==> src/rtl/disp_scan_mux.sv <==
// Time-multiplexed scan driver for a common-select BCD/hex display.
// Each refresh tick registers one digit slot with blanking and leading-zero suppression applied.
module disp_scan_mux #(
   parameter int unsigned DIGITS = 4,
   parameter int unsigned SRC    = 2,
   parameter int unsigned DIV    = 1,
   localparam int unsigned SW    = (SRC > 1) ? $clog2(SRC) : 1
) (
   input  logic                      clk,
   input  logic                      rst,
   input  logic [SRC*DIGITS*4-1:0]   src_data,
   input  logic [SW-1:0]             src_sel,
   input  logic                      ovr_en,
   input  logic [DIGITS*4-1:0]       ovr_data,
   input  logic [DIGITS-1:0]         blank_mask,
   input  logic                      lz_en,
   output logic [3:0]                out,
   output logic [DIGITS-1:0]         seg_sel,
   output logic                      blank
);

   localparam int unsigned VW = DIGITS * 4;
   localparam int unsigned IW = $clog2(DIGITS);
   localparam int unsigned PW = (DIV > 1) ? $clog2(DIV) : 1;

   logic [PW-1:0]     presc;
   logic [IW-1:0]     idx;
   logic              tick_c;
   logic [VW-1:0]     vec_c;
   logic [DIGITS-1:0] zero_from_c;
   logic              zero_acc;
   logic [3:0]        nib_c;
   logic              mask_c;
   logic              lz_c;
   logic              blank_c;

   assign tick_c = (presc == PW'(DIV - 1));

   // Source select; out-of-range selects fall back to source 0, override wins
   always_comb begin
      vec_c = src_data[VW-1:0];
      for (int s = 1; s < int'(SRC); s++) begin
         if (src_sel == SW'(s)) vec_c = src_data[s*VW +: VW];
      end
      if (ovr_en) vec_c = ovr_data;
   end

   // zero_from_c[k]: every nibble from k up to the most significant digit is zero
   always_comb begin
      zero_from_c = '0;
      zero_acc    = 1'b1;
      for (int k = int'(DIGITS) - 1; k >= 0; k--) begin
         zero_acc       = zero_acc & (vec_c[4*k +: 4] == 4'd0);
         zero_from_c[k] = zero_acc;
      end
   end

   // Current slot decode; digit 0 is exempt from leading-zero suppression
   always_comb begin
      nib_c  = 4'd0;
      mask_c = 1'b0;
      lz_c   = 1'b0;
      for (int k = 0; k < int'(DIGITS); k++) begin
         if (idx == IW'(k)) begin
            nib_c  = vec_c[4*k +: 4];
            mask_c = blank_mask[k];
            lz_c   = lz_en && (k != 0) && zero_from_c[k];
         end
      end
      blank_c = mask_c | lz_c;
   end

   always_ff @(posedge clk) begin
      if (rst) begin
         presc   <= '0;
         idx     <= '0;
         out     <= 4'd0;
         seg_sel <= '0;
         blank   <= 1'b1;
      end else begin
         presc <= tick_c ? '0 : presc + PW'(1);
         if (tick_c) begin
            idx <= (idx == IW'(DIGITS - 1)) ? '0 : idx + IW'(1);
            if (blank_c) begin
               out     <= 4'd0;
               seg_sel <= '0;
               blank   <= 1'b1;
            end else begin
               out     <= nib_c;
               seg_sel <= DIGITS'(1) << idx;
               blank   <= 1'b0;
            end
         end
      end
   end

endmodule
==> config.mk <==
export PLATFORM = sky130hd
export DESIGN_NAME = disp_scan_mux
export DESIGN_NICKNAME = d
export VERILOG_FILES = /design/src/rtl/disp_scan_mux.sv
export SDC_FILE = /design/constraint.sdc
export NUM_CORES = 1
export LEC_CHECK = 0
export CORE_UTILIZATION = 41
export CTS_CLUSTER_SIZE = 12
export DETAILED_ROUTE_END_ITERATION = 6
export PLACE_DENSITY = 0.88
export SYNTH_ARGS = -nofsm -noshare
export SYNTH_HDL_FRONTEND = slang
export SYNTH_SLANG_ARGS = --single-unit
==> constraint.sdc <==
create_clock -name clk -period 3.17 [get_ports clk]
set_clock_uncertainty 0.05 [all_clocks]
set_input_delay 0.317 -clock clk [delete_from_list [all_inputs] [get_ports clk]]
set_output_delay 0.317 -clock clk [all_outputs]
set_load 0.01 [all_outputs]
==> Yosys cells after proc, flatten, opt, wreduce, memory -nomap -nowiden <==
Cells that the tools add are included.
{ "word_totals": {"regBits": 12, "input_bits": 57, "wordCells": 40} }
{ "classes": {"n_addsub": 2, "eq_ne": 3, "n_shift": 1, "n_mux": 17, "n_bitwise": 4, "reduce_logical": 8} }
{ "op_table": {"columns": ["op", "count"], "rows": [
  ["16-bit 2-to-1 mux", 2],
  ["4-bit 2-to-1 mux", 6],
  ["4-bit logical NOT", 3],
  ["1-bit 2-to-1 mux", 8],
  ["2-bit == test, second input constant", 2],
  ["1-bit by 2-bit << shifter with 4-bit output, first input constant", 1],
  ["1-bit logical AND", 3],
  ["2-bit by 1-bit adder with 2-bit output, second input constant", 1],
  ["1-bit bitwise AND", 2],
  ["2-bit by 1-bit == test with 1-bit output, second input constant", 1],
  ["2-bit logical NOT", 1],
  ["2-bit 2-to-1 mux", 1],
  ["2-bit OR reduction", 1],
  ["1-bit adder, second input constant", 1],
  ["1-bit NOT", 1],
  ["1-bit OR", 1]
]} }

==> Longest topological paths before layout <==
{ "logic_depth": {"word_depth": 11, "ltp_mapped": 8, "ltp_nobuf": 7} }

==> Least setup slack after synthesis <==
Ideal clock, no wire load.
{ "synth_path": {"path_type": "register to register", "from": "register idx[0]", "to": "register seg_sel[3]", "setup_ns": 0.132, "t_arrival_ns": 1.631, "setup_slack_ns": 1.357, "stages_incl_launch_ff": 7, "period_less_slack_ns": 1.813, "path_cell_list": "dfxtp_1 ha_1 clkbuf_1 o211ai_1 or4_4 a21oi_4 a211oi_1"} }
{ "synth_via": {"elab_chain_len": 7, "elab_cells_between_ends": 14} }
{ "synth_rtl": {"columns": ["element", "line_no", "source"], "rows": [
  ["start: declaration", "27", "logic [IW-1:0] idx;"],
  ["start signal: assignment", "83", "idx <= (idx == IW'(DIGITS - 1)) ? '0 : idx + IW'(1);"],
  ["2-bit logical NOT", "64", "if (idx == IW'(k)) begin"],
  ["1-bit 2-to-1 mux (4 in a row)", "64", null],
  ["1-bit OR", "70", "blank_c = mask_c | lz_c;"],
  ["4-bit 2-to-1 mux (*)", "84", "if (blank_c) begin"],
  ["end signal: assignment", "90", "seg_sel <= DIGITS'(1) << idx;"],
  ["end: declaration", "18", "output logic [DIGITS-1:0] seg_sel,"]
]} }
Mark *: on every way between the ends. The rest lies on a longest branch, timed or not.
A chain may end at the register's enable or synchronous reset.

==> Final worst setup path <==
{ "layout_path": {"from": "input src_sel", "to": "register seg_sel[0]"} }
{ "layout_via": {"elab_chain_len": 11, "elab_cells_between_ends": 15} }
{ "layout_rtl": {"columns": ["element", "line_no", "source"], "rows": [
  ["start: declaration", "12", "input logic [SW-1:0] src_sel,"],
  ["16-bit 2-to-1 mux (*)", "43", "if (src_sel == SW'(s)) vec_c = src_data[s*VW +: VW];"],
  ["16-bit 2-to-1 mux (*)", "45", "if (ovr_en) vec_c = ovr_data;"],
  ["4-bit logical NOT", "53", "zero_acc = zero_acc & (vec_c[4*k +: 4] == 4'd0);"],
  ["1-bit bitwise AND (2 in a row)", "53", null],
  ["1-bit logical AND", "67", "lz_c = lz_en && (k != 0) && zero_from_c[k];"],
  ["1-bit 2-to-1 mux (2 in a row)", "64", null],
  ["1-bit 2-to-1 mux (*)", "64", null],
  ["1-bit OR (*)", "70", null],
  ["4-bit 2-to-1 mux (*)", "84", null]
]} }
Marks and branches as above.

==> qor.txt <==
Status = finished clean
MaxCap Viol Count = 0
# Post-CTS Setup Buffers = 0
Routing usage on met3 = 0.05367
Worst Setup End Kind = register
Pre-Repair DR Iteration Count = 4
Number of gates resized after CTS = 0
EDFF count, synth = 0
GR Util met2 = 0.4634
Cells after synthesis = 128
Ant diodes = 0
Filler cells = 199
Synth top area cells = dfxtp_1, mux2i_1, mux2_2
Detailed-route vias per instance = 5.482
Die width = 54.15 um
Warnings, synthesis = 0
Largest net degree at the start of global routing = 28
Core Area = 2522 um2
Area leader, netlist = dfxtp_1
CP required = 3270 ps
Crit share post-route = 0.7357
CTS tree = done
Worst r2r src = idx[1]
CTS Buf Count = 3
Final Util = 0.7083
DRC = 0
Rel. slew slack = 0.5197
IO Pins = 66
Seq/Total Area, Yosys = 0.2155
GRT Overall Usage = 0.2312
Beginning of the critical path = src_sel
Internal power = 0.3562 mW
Top_reg_cell synth = dfxtp_1
Maximum clock insertion buffer count = 2
Final hold vios = 0
WP data arrival = 2430 ps
Switching part of the total = 0.2883
Most Crowded Layer GR = met2
Setup CP Type = in2reg
Most frequent cell after synthesis = mux2i_1
Number of global-route vias before repair = 1216
Routability cong. = 0.8318
PD cells = 280.2 nW/um2
Max VDD drop = 310.9 uV
First-pass GRT wire length = 4995 um
Crit path capture = seg_sel[0]
Clk pwr share = 0.245
Number of DRC markers in iteration 0 = 12
Starting Density = 0.4420
Synth top area share = 0.2155
Via count = 1206
Post-Syn Area per Cell = 8.710 um2
Setup TNS = 0 ps
H-tree Lvls = 1
CTS Sinks = 12
Synth Cell Area = 1115 um2
Total gr overflow = 0
# hold bufs at CTS = 0
Net Switching = 0.1443 mW
RSZ-0062 raised after global routing = false
Die area = 2932 um2
Pleak = 0.6837 nW
Row count = 18
Root Driver = clkbuf_4
Reg2reg path depth = 6
FF-to-FF End = out[2]
Type of origin of the critical path = input pin
Final total power = 0.5006 mW
Met1 Use GR = 0.2291
R2R Setup Slk = 1020 ps
Routed Antenna Nets = 0
Minimum clock period = 2332 ps
Dpl hpwl = 2751 um
CP Max Fanout = 12
Slew @ Worst Pin = 718.7 ps
Share of cells above drive strength 1 = 0.1000
Combinational share of power = 0.414
Nets = 252
Most common library cells after synthesis = mux2i_1, nand2_1, dfxtp_1
Library cells used by synthesis = 36
Fin. max-slew vios = 0
Setup violators final = 0
Clock slew at reported path FFs = 70 ps
Die H = 54.15 um
Hold WC Path Type = reg2reg
Initial antenna violation count = 0
Port Buffer Count = 65
Async S/R FF share, synth = 0
Routed len/inst = 15.14 um
Worst-Skew Late Latency = 280 ps
Fmax = 428.8 MHz
Flops & latches, synth = 12
Seq pwr share = 0.341
Area grow syn2layout = 60.27%
Synth Net Count = 189
Detailed Route WL = 3331 um
placed cells by master, fill, tap and decap left out, types with 2 or more instances in the layout:
cell | Yosys | final
clkdlybuf4s50_1 | 0 | 65
clkbuf_4 | 0 | 3
mux2_2 | 7 | 7
nor2_1 | 6 | 6
a32o_1 | 4 | 4
mux2i_1 | 18 | 18
dfxtp_1 | 12 | 12
a22oi_1 | 3 | 3
ha_1 | 4 | 4
a211oi_1 | 4 | 4
nand2_1 | 17 | 17
buf_4 | 0 | 2
inv_1 | 4 | 4
o211ai_1 | 5 | 5
o21ai_0 | 10 | 10
nand4_1 | 2 | 2
a21oi_1 | 5 | 5
nor2b_1 | 2 | 2
power by group through the flow:
stage / Clock, mW / Combinational [mW] / Sequential, mW
CTS: 0.124 / 0.208 / 0.170
finish: 0.123 / 0.207 / 0.170
global route: 0.131 / 0.225 / 0.172
floorplan: 0 / 0.104 / 0.175
global placement: 0 / 0.200 / 0.174
detailed placement: 0 / 0.207 / 0.174
layer usage:
layer,wire [um],share of wire,vias up
met5,0,0,-
met4,29,0.0087,0
met3,402,0.12,4
met2,1634,0.49,59
met1,1265,0.38,539
li1,-,-,604
per-stage QoR:
stage	cells	worst slack [ps]	hold WS [ps]	instance area (um2)
after floorplan	128	1357	460.5	1115
after global placement	216	690.2	406.1	1750
after detailed placement	216	548.7	402.9	1750
after CTS	220	838.9	420.3	1787
after global routing	220	750.5	450.1	1787
final	220	837.8	419.0	1787
how the worst min path moves through the flow:
stage | endpoint | slack (ps) | depth (start not counted) | startpoint
after floorplan | out[0] | 460 | 1 | out[0]
after global routing | out[3] | 450 | 1 | out[3]
after global placement | out[1] | 410 | 1 | out[1]
after CTS | out[1] | 420 | 1 | out[1]
final | out[1] | 420 | 1 | out[1]
after detailed placement | out[1] | 400 | 1 | out[1]
sequential cells by signal, summed over array words and instances, names as in the netlist:
signal,count
blank,1
out,4
presc,1
idx,2
seg_sel,4
logic make-up (layout without fill, tap and decap cells):
logic type                 count (synthesis)  in the layout  synth area share
AOI/OAI and AO/OA                         40             40            0.2682
DFF                                       12             12            0.2155
other                                      1              1          0.003364
buffers and inverters                     13             75           0.07407
adders and majority gates                  4              4           0.04490
and+or+nand+nor                           31             31            0.1279
muxes                                     27             27            0.2660
cell type report:
cell class                      count  area, um2  share of cell area
Tap cell                           30      37.54             0.02101
Sequential cell                    12      240.2              0.1345
Multi-Input combinational cell    103      792.0              0.4433
Timing Repair Buffer               67      665.6              0.3725
Clock buffer                        4      36.28             0.02031
Inverter                            4      15.01            0.008403
critical path: stages:
cell and delay [ps]:
clkdlybuf4s50_1 610, buf_4 270, mux2_2 350, mux2i_1 270, a41oi_2 180, o22ai_2 290, a211oi_1 140
No activity file was read; power rests on OpenSTA's default activity.
